**src/rtl/timer_csr_if.sv**
```systemverilog
// rtl/timer_csr_if.sv - AXI4-Lite bus bundle for the timer_csr register bank
// Ports (slave view):
//   aw*  write address  (awaddr, awvalid in; awready out)
//   w*   write data     (wdata, wstrb, wvalid in; wready out)
//   b*   write response (bresp, bvalid out; bready in)
//   ar*  read address   (araddr, arvalid in; arready out)
//   r*   read data      (rdata, rresp, rvalid out; rready in)
interface timer_csr_if #(
   parameter int ADDR_WIDTH = 6
);
   logic [ADDR_WIDTH-1:0] awaddr;
   logic                  awvalid;
   logic                  awready;
   logic [31:0]           wdata;
   logic [3:0]            wstrb;
   logic                  wvalid;
   logic                  wready;
   logic [1:0]            bresp;
   logic                  bvalid;
   logic                  bready;
   logic [ADDR_WIDTH-1:0] araddr;
   logic                  arvalid;
   logic                  arready;
   logic [31:0]           rdata;
   logic [1:0]            rresp;
   logic                  rvalid;
   logic                  rready;

   modport master (
      output awaddr, awvalid, wdata, wstrb, wvalid, bready, araddr, arvalid, rready,
      input  awready, wready, bresp, bvalid, arready, rdata, rresp, rvalid
   );

   modport slave (
      input  awaddr, awvalid, wdata, wstrb, wvalid, bready, araddr, arvalid, rready,
      output awready, wready, bresp, bvalid, arready, rdata, rresp, rvalid
   );
endinterface

```
**src/rtl/timer_csr.sv**
```systemverilog
// rtl/timer_csr.sv - AXI4-Lite control/status register bank for the two-channel timer_counter
// Ports:
//   clk, rst_n            clock, asynchronous active-low reset
//   s_axi                 AXI4-Lite slave (timer_csr_if.slave)
//   o_cnt0_*, o_cnt1_*    counter control bits and load/compare values
//   i_cnt0_done/_value    counter 0 done pulse and live value
//   i_cnt1_done/_value    counter 1 done pulse and live value
//   o_irq                 registered level interrupt, |(IRQ_STATUS & IRQ_ENABLE)
module timer_csr #(
   parameter int ADDR_WIDTH = 6
) (
   input  logic        clk,
   input  logic        rst_n,
   timer_csr_if.slave  s_axi,
   output logic        o_cnt0_en,
   output logic        o_cnt0_reload,
   output logic        o_cnt0_count_up,
   output logic        o_cnt1_en,
   output logic        o_cnt1_reload,
   output logic        o_cnt1_count_up,
   output logic        o_cnt1_src,
   output logic [31:0] o_cnt0_load_value,
   output logic [31:0] o_cnt0_compare_value,
   output logic [31:0] o_cnt1_load_value,
   output logic [31:0] o_cnt1_compare_value,
   input  logic        i_cnt0_done,
   input  logic        i_cnt1_done,
   input  logic [31:0] i_cnt0_value,
   input  logic [31:0] i_cnt1_value,
   output logic        o_irq
);

   localparam logic [3:0]  OFF_CTRL       = 4'h0;
   localparam logic [3:0]  OFF_CNT0_LOAD  = 4'h1;
   localparam logic [3:0]  OFF_CNT0_CMP   = 4'h2;
   localparam logic [3:0]  OFF_CNT1_LOAD  = 4'h3;
   localparam logic [3:0]  OFF_CNT1_CMP   = 4'h4;
   localparam logic [3:0]  OFF_CNT0_VALUE = 4'h5;
   localparam logic [3:0]  OFF_CNT1_VALUE = 4'h6;
   localparam logic [3:0]  OFF_IRQ_STATUS = 4'h7;
   localparam logic [3:0]  OFF_IRQ_ENABLE = 4'h8;
   localparam logic [31:0] CTRL_MASK      = 32'h0000_0F07;
   localparam logic [1:0]  RESP_OKAY      = 2'b00;
   localparam logic [1:0]  RESP_SLVERR    = 2'b10;

   typedef enum logic [1:0] {W_IDLE, W_COLLECT, W_RESP} wr_state_t;
   typedef enum logic {R_IDLE, R_DATA} rd_state_t;

   wr_state_t   wr_state, wr_state_nxt;
   rd_state_t   rd_state, rd_state_nxt;

   // Holds every ready low for the first cycle after reset release.
   logic        ready_en;

   logic        aw_held, w_held;
   logic [3:0]  aw_off_q;
   logic [31:0] w_data_q;
   logic [3:0]  w_strb_q;
   logic [1:0]  bresp_q;
   logic        wr_commit;
   logic        aw_ready_c, w_ready_c, ar_ready_c;
   logic        aw_hs, w_hs, ar_hs;

   logic [31:0] rdata_q;
   logic [1:0]  rresp_q;
   logic [31:0] rd_data;
   logic        rd_err;

   logic [31:0] ctrl_q, load0_q, cmp0_q, load1_q, cmp1_q;
   logic [1:0]  irq_status_q, irq_enable_q, irq_clr;
   logic        irq_q;

   // Byte-address lanes below the register word are don't-care.
   logic        unused_addr_bits;
   assign unused_addr_bits = ^{s_axi.awaddr[1:0], s_axi.araddr[1:0]};

   function automatic logic [31:0] apply_strb(input logic [31:0] old_val,
                                              input logic [31:0] new_val,
                                              input logic [3:0]  strb);
      logic [31:0] res;
      for (int i = 0; i < 4; i++) begin
         res[i*8 +: 8] = strb[i] ? new_val[i*8 +: 8] : old_val[i*8 +: 8];
      end
      return res;
   endfunction

   always_ff @(posedge clk or negedge rst_n) begin
      if (!rst_n) ready_en <= 1'b0;
      else        ready_en <= 1'b1;
   end

   // ---------------- write path ----------------
   assign aw_ready_c = ready_en && !aw_held && (wr_state != W_RESP);
   assign w_ready_c  = ready_en && !w_held  && (wr_state != W_RESP);
   assign aw_hs      = s_axi.awvalid && aw_ready_c;
   assign w_hs       = s_axi.wvalid  && w_ready_c;

   always_ff @(posedge clk or negedge rst_n) begin
      if (!rst_n) wr_state <= W_IDLE;
      else        wr_state <= wr_state_nxt;
   end

   // The commit happens once both halves sit in their buffers, so the
   // register update always lands one edge after the later handshake.
   always_comb begin
      wr_state_nxt = wr_state;
      wr_commit    = 1'b0;
      case (wr_state)
         W_IDLE, W_COLLECT: begin
            if (aw_held && w_held) begin
               wr_commit    = 1'b1;
               wr_state_nxt = W_RESP;
            end else if (aw_held || w_held || aw_hs || w_hs) begin
               wr_state_nxt = W_COLLECT;
            end
         end
         W_RESP: begin
            if (s_axi.bready) wr_state_nxt = W_IDLE;
         end
         default: wr_state_nxt = W_IDLE;
      endcase
   end

   always_ff @(posedge clk or negedge rst_n) begin
      if (!rst_n) begin
         aw_held  <= 1'b0;
         w_held   <= 1'b0;
         aw_off_q <= 4'h0;
         w_data_q <= 32'h0;
         w_strb_q <= 4'h0;
         bresp_q  <= RESP_OKAY;
      end else if (wr_commit) begin
         aw_held <= 1'b0;
         w_held  <= 1'b0;
         bresp_q <= (aw_off_q <= OFF_IRQ_ENABLE) ? RESP_OKAY : RESP_SLVERR;
      end else begin
         if (aw_hs) begin
            aw_held  <= 1'b1;
            aw_off_q <= s_axi.awaddr[5:2];
         end
         if (w_hs) begin
            w_held   <= 1'b1;
            w_data_q <= s_axi.wdata;
            w_strb_q <= s_axi.wstrb;
         end
      end
   end

   assign s_axi.awready = aw_ready_c;
   assign s_axi.wready  = w_ready_c;
   assign s_axi.bvalid  = (wr_state == W_RESP);
   assign s_axi.bresp   = bresp_q;

   // ---------------- register file ----------------
   always_ff @(posedge clk or negedge rst_n) begin
      if (!rst_n) begin
         ctrl_q       <= 32'h0;
         load0_q      <= 32'h0;
         cmp0_q       <= 32'h0;
         load1_q      <= 32'h0;
         cmp1_q       <= 32'h0;
         irq_enable_q <= 2'b00;
      end else if (wr_commit) begin
         case (aw_off_q)
            OFF_CTRL:       ctrl_q  <= apply_strb(ctrl_q, w_data_q, w_strb_q) & CTRL_MASK;
            OFF_CNT0_LOAD:  load0_q <= apply_strb(load0_q, w_data_q, w_strb_q);
            OFF_CNT0_CMP:   cmp0_q  <= apply_strb(cmp0_q, w_data_q, w_strb_q);
            OFF_CNT1_LOAD:  load1_q <= apply_strb(load1_q, w_data_q, w_strb_q);
            OFF_CNT1_CMP:   cmp1_q  <= apply_strb(cmp1_q, w_data_q, w_strb_q);
            OFF_IRQ_ENABLE: if (w_strb_q[0]) irq_enable_q <= w_data_q[1:0];
            default: ;
         endcase
      end
   end

   // W1C on byte lane 0; a done pulse in the same cycle outranks the clear.
   assign irq_clr = (wr_commit && (aw_off_q == OFF_IRQ_STATUS) && w_strb_q[0])
                    ? w_data_q[1:0] : 2'b00;

   always_ff @(posedge clk or negedge rst_n) begin
      if (!rst_n) begin
         irq_status_q <= 2'b00;
         irq_q        <= 1'b0;
      end else begin
         irq_status_q <= (irq_status_q & ~irq_clr) | {i_cnt1_done, i_cnt0_done};
         irq_q        <= |(irq_status_q & irq_enable_q);
      end
   end

   // ---------------- read path ----------------
   assign ar_ready_c = ready_en && (rd_state == R_IDLE);
   assign ar_hs      = s_axi.arvalid && ar_ready_c;

   always_ff @(posedge clk or negedge rst_n) begin
      if (!rst_n) rd_state <= R_IDLE;
      else        rd_state <= rd_state_nxt;
   end

   always_comb begin
      rd_state_nxt = rd_state;
      case (rd_state)
         R_IDLE: if (ar_hs) rd_state_nxt = R_DATA;
         R_DATA: if (s_axi.rready) rd_state_nxt = R_IDLE;
         default: rd_state_nxt = R_IDLE;
      endcase
   end

   always_comb begin
      rd_data = 32'h0;
      rd_err  = 1'b0;
      case (s_axi.araddr[5:2])
         OFF_CTRL:       rd_data = ctrl_q;
         OFF_CNT0_LOAD:  rd_data = load0_q;
         OFF_CNT0_CMP:   rd_data = cmp0_q;
         OFF_CNT1_LOAD:  rd_data = load1_q;
         OFF_CNT1_CMP:   rd_data = cmp1_q;
         OFF_CNT0_VALUE: rd_data = i_cnt0_value;
         OFF_CNT1_VALUE: rd_data = i_cnt1_value;
         OFF_IRQ_STATUS: rd_data = {30'h0, irq_status_q};
         OFF_IRQ_ENABLE: rd_data = {30'h0, irq_enable_q};
         default:        rd_err  = 1'b1;
      endcase
   end

   always_ff @(posedge clk or negedge rst_n) begin
      if (!rst_n) begin
         rdata_q <= 32'h0;
         rresp_q <= RESP_OKAY;
      end else if (ar_hs) begin
         rdata_q <= rd_data;
         rresp_q <= rd_err ? RESP_SLVERR : RESP_OKAY;
      end
   end

   assign s_axi.arready = ar_ready_c;
   assign s_axi.rvalid  = (rd_state == R_DATA);
   assign s_axi.rdata   = rdata_q;
   assign s_axi.rresp   = rresp_q;

   // ---------------- counter-facing outputs ----------------
   assign o_cnt0_en            = ctrl_q[0];
   assign o_cnt0_reload        = ctrl_q[1];
   assign o_cnt0_count_up      = ctrl_q[2];
   assign o_cnt1_en            = ctrl_q[8];
   assign o_cnt1_reload        = ctrl_q[9];
   assign o_cnt1_count_up      = ctrl_q[10];
   assign o_cnt1_src           = ctrl_q[11];
   assign o_cnt0_load_value    = load0_q;
   assign o_cnt0_compare_value = cmp0_q;
   assign o_cnt1_load_value    = load1_q;
   assign o_cnt1_compare_value = cmp1_q;
   assign o_irq                = irq_q;

endmodule

```
**src/flat_wrapper.sv**
```systemverilog
// flat-port wrapper written by rule: the top's interface ports become plain ports
module timer_csr_flat 
#(
   parameter int ADDR_WIDTH = 6
)
  (clk, rst_n, o_cnt0_en, o_cnt0_reload, o_cnt0_count_up, o_cnt1_en, o_cnt1_reload, o_cnt1_count_up, o_cnt1_src, o_cnt0_load_value, o_cnt0_compare_value, o_cnt1_load_value, o_cnt1_compare_value, i_cnt0_done, i_cnt1_done, i_cnt0_value, i_cnt1_value, o_irq, s_axi_awaddr, s_axi_awvalid, s_axi_wdata, s_axi_wstrb, s_axi_wvalid, s_axi_bready, s_axi_araddr, s_axi_arvalid, s_axi_rready, s_axi_awready, s_axi_wready, s_axi_bresp, s_axi_bvalid, s_axi_arready, s_axi_rdata, s_axi_rresp, s_axi_rvalid);
  timer_csr_if #(.ADDR_WIDTH(ADDR_WIDTH)) s_axi_i ();
  input  logic clk;
  input  logic rst_n;
  output logic o_cnt0_en;
  output logic o_cnt0_reload;
  output logic o_cnt0_count_up;
  output logic o_cnt1_en;
  output logic o_cnt1_reload;
  output logic o_cnt1_count_up;
  output logic o_cnt1_src;
  output logic [31:0] o_cnt0_load_value;
  output logic [31:0] o_cnt0_compare_value;
  output logic [31:0] o_cnt1_load_value;
  output logic [31:0] o_cnt1_compare_value;
  input  logic i_cnt0_done;
  input  logic i_cnt1_done;
  input  logic [31:0] i_cnt0_value;
  input  logic [31:0] i_cnt1_value;
  output logic o_irq;
  input wire logic [$bits(s_axi_i.awaddr)-1:0] s_axi_awaddr;
  input wire logic [$bits(s_axi_i.awvalid)-1:0] s_axi_awvalid;
  input wire logic [$bits(s_axi_i.wdata)-1:0] s_axi_wdata;
  input wire logic [$bits(s_axi_i.wstrb)-1:0] s_axi_wstrb;
  input wire logic [$bits(s_axi_i.wvalid)-1:0] s_axi_wvalid;
  input wire logic [$bits(s_axi_i.bready)-1:0] s_axi_bready;
  input wire logic [$bits(s_axi_i.araddr)-1:0] s_axi_araddr;
  input wire logic [$bits(s_axi_i.arvalid)-1:0] s_axi_arvalid;
  input wire logic [$bits(s_axi_i.rready)-1:0] s_axi_rready;
  output wire logic [$bits(s_axi_i.awready)-1:0] s_axi_awready;
  output wire logic [$bits(s_axi_i.wready)-1:0] s_axi_wready;
  output wire logic [$bits(s_axi_i.bresp)-1:0] s_axi_bresp;
  output wire logic [$bits(s_axi_i.bvalid)-1:0] s_axi_bvalid;
  output wire logic [$bits(s_axi_i.arready)-1:0] s_axi_arready;
  output wire logic [$bits(s_axi_i.rdata)-1:0] s_axi_rdata;
  output wire logic [$bits(s_axi_i.rresp)-1:0] s_axi_rresp;
  output wire logic [$bits(s_axi_i.rvalid)-1:0] s_axi_rvalid;
  assign s_axi_i.awaddr = s_axi_awaddr;
  assign s_axi_i.awvalid = s_axi_awvalid;
  assign s_axi_i.wdata = s_axi_wdata;
  assign s_axi_i.wstrb = s_axi_wstrb;
  assign s_axi_i.wvalid = s_axi_wvalid;
  assign s_axi_i.bready = s_axi_bready;
  assign s_axi_i.araddr = s_axi_araddr;
  assign s_axi_i.arvalid = s_axi_arvalid;
  assign s_axi_i.rready = s_axi_rready;
  assign s_axi_awready = s_axi_i.awready;
  assign s_axi_wready = s_axi_i.wready;
  assign s_axi_bresp = s_axi_i.bresp;
  assign s_axi_bvalid = s_axi_i.bvalid;
  assign s_axi_arready = s_axi_i.arready;
  assign s_axi_rdata = s_axi_i.rdata;
  assign s_axi_rresp = s_axi_i.rresp;
  assign s_axi_rvalid = s_axi_i.rvalid;
  timer_csr #(.ADDR_WIDTH(ADDR_WIDTH)) u_core (.clk(clk), .rst_n(rst_n), .s_axi(s_axi_i), .o_cnt0_en(o_cnt0_en), .o_cnt0_reload(o_cnt0_reload), .o_cnt0_count_up(o_cnt0_count_up), .o_cnt1_en(o_cnt1_en), .o_cnt1_reload(o_cnt1_reload), .o_cnt1_count_up(o_cnt1_count_up), .o_cnt1_src(o_cnt1_src), .o_cnt0_load_value(o_cnt0_load_value), .o_cnt0_compare_value(o_cnt0_compare_value), .o_cnt1_load_value(o_cnt1_load_value), .o_cnt1_compare_value(o_cnt1_compare_value), .i_cnt0_done(i_cnt0_done), .i_cnt1_done(i_cnt1_done), .i_cnt0_value(i_cnt0_value), .i_cnt1_value(i_cnt1_value), .o_irq(o_irq));
endmodule
```
**config.mk**
```make
export PLATFORM = sky130hd
export DESIGN_NAME = timer_csr_flat
export DESIGN_NICKNAME = d
export VERILOG_FILES = /design/src/rtl/timer_csr_if.sv /design/src/rtl/timer_csr.sv /design/src/flat_wrapper.sv
export SDC_FILE = /design/constraint.sdc
export NUM_CORES = 1
export LEC_CHECK = 0
export CORE_ASPECT_RATIO = 2
export CORE_UTILIZATION = 47
export DETAILED_ROUTE_END_ITERATION = 10
export GPL_TIMING_DRIVEN = 0
export PLACE_DENSITY = 0.81
export SETUP_SLACK_MARGIN = 0.4
export SLEW_MARGIN = 5
export SYNTH_ARGS = -nofsm -noshare
export SYNTH_HDL_FRONTEND = slang
export SYNTH_SLANG_ARGS = --single-unit
```
**constraint.sdc**
```tcl
create_clock -name clk -period 2.39 [get_ports clk]
set_input_delay 0.478 -clock clk [delete_from_list [all_inputs] [get_ports clk]]
set_output_delay 0.478 -clock clk [all_outputs]
set_load 0.02 [all_outputs]
```
==> results of run 1 <==
metrics by stage:
stage	cell area, µm²	hold slack, ns	std cells
finish	13800	0.471	1306
global route	13800	0.516	1306
CTS	13600	0.480	1303
global placement	12800	0.462	1257
detailed placement	12800	0.395	1259
floorplan	9560	0.182	706
worst paths after layout:
| check | to | slack (ns) | depth (start not counted) | start |
|---|---|---|---|---|
| max | o_cnt0_load_value[8] | 0.42 | 1 | u_core.o_cnt0_load_value[8] |
| min | u_core.s_axi.rdata[14] | 0.47 | 2 | rst_n |
| max reg2reg | u_core.o_cnt0_load_value[19] | 0.44 | 5 | u_core.wr_state[1] |
| min reg2reg | u_core.s_axi.rresp[1] | 0.49 | 2 | u_core.s_axi.rresp[1] |
| max in group asynchronous | u_core.o_cnt0_load_value[27] | 0.72 | 4 | rst_n |
| min in group clk | u_core.s_axi.rresp[1] | 0.49 | 2 | u_core.s_axi.rresp[1] |
layout make-up:
class                           instances  area [µm²]
Fill cell                            1532        6110
Sequential cell                       220        5510
Multi-Input combinational cell        438        3890
Timing Repair Buffer                  301        3120
Clock buffer                           32         607
Tap cell                              262         328
Buffer                                 45         255
Clock inverter                          5        75.1
Inverter                                3        11.3
sequential cells by signal, indices dropped and copies added (netlist names), 2 cells and up:
name / cells
u_core.o_cnt0_compare_value: 32
u_core.wr_state: 2
u_core.o_cnt1_compare_value: 32
u_core.o_cnt0_load_value: 32
u_core.aw_off_q: 4
u_core.w_strb_q: 4
u_core.ctrl_q: 7
u_core.irq_status_q: 2
u_core.o_cnt1_load_value: 32
u_core.w_data_q: 32
u_core.s_axi.rdata: 32
u_core.irq_enable_q: 2
synthesized netlist by cell type (2+ instances only):
cell | number | area, µm²
nand4_1 | 4 | 25.0
nand3_1 | 6 | 30.0
nor3b_1 | 4 | 30.0
nor2b_1 | 4 | 25.0
clkbuf_1 | 20 | 75.1
nor3_1 | 2 | 10.0
nor4b_1 | 2 | 17.5
nor4bb_1 | 2 | 20.0
nand3b_1 | 4 | 30.0
mux2_2 | 169 | 1900
dfrtp_1 | 220 | 5510
mux2i_1 | 2 | 20.0
conb_1 | 2 | 7.51
a31oi_1 | 26 | 163
nor4_4 | 2 | 42.5
nand2_1 | 15 | 56.3
buf_2 | 20 | 100
a41oi_1 | 4 | 35.0
buf_4 | 5 | 37.5
inv_1 | 3 | 11.3
o21ai_0 | 5 | 25.0
nand2_2 | 9 | 56.3
a21oi_1 | 5 | 25.0
nor2_1 | 38 | 143
a21o_1 | 2 | 15.0
a22o_1 | 30 | 263
a221oi_1 | 24 | 210
a22oi_1 | 35 | 263
a222oi_1 | 3 | 30.0
and4bb_2 | 2 | 25.0
mux2_1 | 10 | 113
nand2b_1 | 4 | 25.0
cell families after synthesis:
family	Yosys count	share of synthesized area, %
AOI/OAI and AO/OA	141	11.4
buffers and inverters	48	2.34
and+or+nand+nor	112	7.02
other	2	0.0786
muxes	182	21.5
DFF	220	57.6
cells in the final DEF, fill, tap and decap left out, types with 10 or more instances in the layout:
cell type,instances
a221oi_1,24
buf_2,13
mux2_1,10
nor2_1,37
a31oi_1,26
nand2_1,15
dfrtp_1,220
dlygate4sd2_1,64
clkdlybuf4s50_1,160
dlymetal6s2s_1,62
a22o_1,30
clkbuf_2,12
mux2_2,169
clkbuf_1,14
buf_4,18
a22oi_1,35
clkbuf_16,21
per-layer routing:
metal / vias up / global-route usage [%] / share of wire [%]
met5: - / 0 / 0
met4: 0 / 17.9 / 6.2
met3: 113 / 4.66 / 5.7
met2: 365 / 55.2 / 53
met1: 3863 / 34.9 / 35
li1: 3331 / - / -
power breakdown:
group | switching, mW | internal, mW
logic | 2.40 | 2.38
clock network | 1.38 | 1.96
registers | 1.16 | 4.91
timing repair:
| item | in CTS | in global routing |
|---|---|---|
| pin swaps | 5 | 4 |
| resized for setup | 103 | 72 |
| hold endpoints to repair | 46 | 0 |
| hold buffers | 1 | 0 |
| buffers inserted | 6 | 3 |
| cloned | 0 | 0 |
| endpoints found under the setup margin | 151 | 149 |
==> impl_results.md, run 1 <==
- Synth Register Bits: 220
- Root Buffer: clkbuf_16
- Clock Skew: between 0.01 and 0.015 ns
- PwrDens: 1030 nW/µm²
- Post-layout min period: ~2.0 ns
- Worst-Margin Slew: just over 0.7 ns
- Layout Area Growth over Synthesis: 44.4%
- Worst EP arrival: 1.49 ns
- Grt total ovfl: 0
- Drt pass-1 iters: 5
- DRT iter0 DRCs: around 370
- Nets: 1151
- Share of layout cells above drive strength 1: 26.3%
- Sequential element share of the synthesized area: around 58%
- First-pass GRT wire length: about 47 mm
- Vias per inst: 5.87
- Row Count: 73
- Largest delay contributor family on the critical path: buffers and inverters
- H-tree depth: 1
- Critical path class: reg2out
- Clock Pin Slew Worst Setup and Hold Paths: 0.07 ns
- Die H: approximately 200 µm
- Residual DRC count: 0
- Largest net degree at the start of global routing: 95
- I/O pin cnt: 298
- Max_cap viols: 0
- Crit path cell chain: clkdlybuf4s50_1
- Buf/Inv on CP: 1
- Vias: 7672
- Post-route setup TNS: 0 ns
- Dpl hpwl: around 23 mm
- Slowest cell on crit path: clkdlybuf4s50_1
- Post-DRT Antenna Nets: 0
- Skew-Pair Late Insertion Delay: slightly below 0.5 ns
- Max VDD drop: ~0.87 mV
- Maximum clock path buffer count: 3
- Primary FF master, synth: dfrtp_1
- Routability cong.: 0.846
- Synth unique cells: 54
- Initial Util: approximately 48%
- Clock tree sinks: 220
- Ys async rst share: 100%
- Pleak: about 7.3 nW
- Vias in the first global route: 7968
- Die width: ~100 µm
- CP endpoint kind: output pin
- Hold Vio Cnt, Final: 0
- Core region area: around 20000 µm²
- Run status: complete, no violations
- WP data required: about 1.9 ns
- I/O Buffers: around 290
- Core Util, Final: between 60% and 70%
- Total CTS buffers: 21
- WL/cell: approximately 25 µm
- Post-route setup slack: 0.423 ns
- Drt total wl: between 30 and 40 mm
- Final period utilization: approximately 80%
- Number of synthesized flops with an enable pin: 0
- Rel. slew slack: 53.0%
- Achievable Freq: 508 MHz
- Worst-path fanout max: 3
- Pre-CTS WS: -0.780 ns
- Power Total: ~14 mW
- Mapped Avg Cell Area: ~14 µm²
- Antenna cells: 0
- Die area: between 20000 and 25000 µm²
- Total GRT Usage: between 30% and 40%
- # setup viols final: 0
- RSZ-0062 raised after global routing: true
- Yosys warning count: 0
- CTS tree: built
- Synth Cell Area: 9550 µm²
- Slew Viols, Final: 0
- Max stage delay on crit path: ~0.62 ns
- Initial antenna violation count: 0
- Hold Path Class: in2async
- CP startpoint kind: register
- Synth Instances: about 710
(Power assumes the default switching activity.)
==> run 2: changes to the inputs <==
==> constraint.sdc (replaced) <==
create_clock -name clk -period 1.95 [get_ports clk]
set_input_delay 0.39 -clock clk [delete_from_list [all_inputs] [get_ports clk]]
set_output_delay 0.39 -clock clk [all_outputs]
set_load 0.02 [all_outputs]
==> run 2 against run 1 <==
Against the previous run: the flow now finishes with violations (hold timing); clock power grew 32%; clock skew grew 0.0067 ns; combinational power grew 34%; sequential power grew 25%; first-iteration DRC count shrank 1.6%; worst setup slack lost 0.39 ns; core utilization grew 1.5 points; final cell count grew 3.0%; count of clock-buffer cells in the layout shrank 5.
==> impl_results.md, run 2 (same netlist as run 1, synthesis figures left out) <==
- Residual DRC count: 0
- Final period utilization: a little over nine tenths
- Achievable Freq: 523 MHz
- Skew-Pair Late Insertion Delay: 0.51 ns
- Routability cong.: 0.869
- Run status: finished with violations
- RSZ-0062 raised after global routing: true
- Slowest cell on crit path: dfrtp_1
- H-tree depth: 1
- I/O Buffers: 289
- Max VDD drop: 0.849 mV
- I/O pin cnt: 298
- Worst-path fanout max: 8
- Clock Pin Slew Worst Setup and Hold Paths: around 0.070 ns
- Rel. slew slack: a little under half
- Power Total: between 15 and 20 mW
- Die H: around 200 µm
- Violated checks: hold timing
- Fillers: between 1000 and 1500
- WP data required: between 2 and 2.5 ns
- Post-DRT Antenna Nets: 0
- Row Count: 73
- Initial antenna violation count: 4
- Crit path cell chain: nand3b_1 -> buf_6 -> and4bb_1 -> buf_8 -> nand2_8 -> mux2_4
- Drt pass-1 iters: 6
- Total GRT Usage: approximately a third
- Hold Path Class: in2async
- Most frequent cells in the layout: dfrtp_1, buf_2, mux2_2
- Final hold slack: -0.0791 ns
- Dpl hpwl: between 20 and 25 mm
- CTS tree: built
- CP endpoint kind: register
- Nets: about 1200
- Vias: between 8000 and 9000
- DRT iter0 DRCs: approximately 370
- Initial Util: a little under half
- Max stage delay on crit path: approximately 0.43 ns
- Post-route setup TNS: 0 ns
- Core Util, Final: 70.8%
- Largest net degree at the start of global routing: ~120
- Pleak: just under 7 nW
- Core region area: about 20000 µm²
- Share of layout cells above drive strength 1: between 40% and 50%
- CP startpoint kind: register
- Clock Skew: about 0.020 ns
- Root Buffer: clkbuf_16
- PwrDens: between 1000 and 1500 nW/µm²
- Drt total wl: 36.1 mm
- Worst-Margin Slew: around 0.80 ns
- Worst EP arrival: 2.28 ns
- First-pass GRT wire length: around 51 mm
- Die area: 20900 µm²
- Post-layout min period: between 1.5 and 2 ns
- Critical path class: reg2reg
- Grt total ovfl: 0
- Vias per inst: between 5 and 6
- Slew Viols, Final: 0
- Maximum clock path buffer count: 3
- Max_cap viols: 0
- Clock tree sinks: 220
- Hold Vio Cnt, Final: between 90 and 100
- Fin area: ~14000 µm²
- Cell depth of the worst flop-to-flop path: 6
- Vias in the first global route: about 8400
- WL/cell: 26.8 µm
- Die width: 103 µm
- # setup viols final: 0
- Area post-placement: 13100 µm²
- Total CTS buffers: 21
- Most common cell after layout, fill and taps aside: dfrtp_1
- Layout Area Growth over Synthesis: 47.6%
## run 2: path summary, 6_finish.rpt
kind / endpoint / start / slack [ns]
max: u_core.o_cnt0_compare_value[7] / u_core.wr_state[1] / 0.04
min: u_core.o_cnt0_compare_value[10] / rst_n / -0.08
max reg2reg: u_core.o_cnt0_compare_value[7] / u_core.wr_state[1] / 0.04
min reg2reg: u_core.s_axi.rresp[1] / u_core.s_axi.rresp[1] / 0.50
max in group asynchronous: u_core.o_cnt0_compare_value[5] / rst_n / 0.93
min in group clk: u_core.s_axi.rvalid / s_axi_rready / 0.48
## run 2: layout make-up
| class | instances | area, µm² | share of cell area, % |
|---|---|---|---|
| multi-input cells | 438 | 4420 | 31.4 |
| inverters | 3 | 11.3 | 0.0799 |
| clock buffers | 27 | 588 | 4.17 |
| diodes | 4 | 10.0 | 0.0710 |
| plain buffers | 45 | 454 | 3.22 |
| repair buffers | 338 | 2630 | 18.7 |
| well taps | 262 | 328 | 2.32 |
| clock inverters | 8 | 144 | 1.02 |
| flip-flops and latches | 220 | 5510 | 39.1 |
## run 2: per-stage QoR
stage / setup slack [ns] / cells
finish: 0.0375 / 1345
global route: -0.0300 / 1345
CTS: 0.0869 / 1328
global placement: -8.70 / 1257
detailed placement: -0.925 / 1258
floorplan: 0.302 / 706
## run 2: worst max-delay path: cells and delay by family, from the launching register on
kind / cells / cell delay, ns
mux: 1 / 0.33
simple gates: 3 / 0.65
flops: 1 / 0.43
buf+inv: 2 / 0.37
## run 2: per-layer routing
layer	up-vias	GRT usage, %	share of wire (%)
met5	-	0	0
met4	0	21.6	7.3
met3	140	5.86	6.3
met2	425	58.7	53
met1	4110	36.9	34
li1	3383	-	-
## run 2: where the power goes
group | internal, mW | leakage, nW | switching, mW
Sequential | 6.02 | 2.85 | 1.59
Combinational | 3.09 | 3.69 | 3.33
Clock | 2.65 | 0.362 | 1.75
Total | 11.8 | 6.90 | 6.67
## run 2: repair_timing
item                                    in CTS  in global routing
pin swaps                                   11                 11
endpoints found under the setup margin     376                245
gates cloned                                 0                  3
hold endpoints to repair                    95                  0
resized for setup                          719                116
buffers inserted                            35                 10
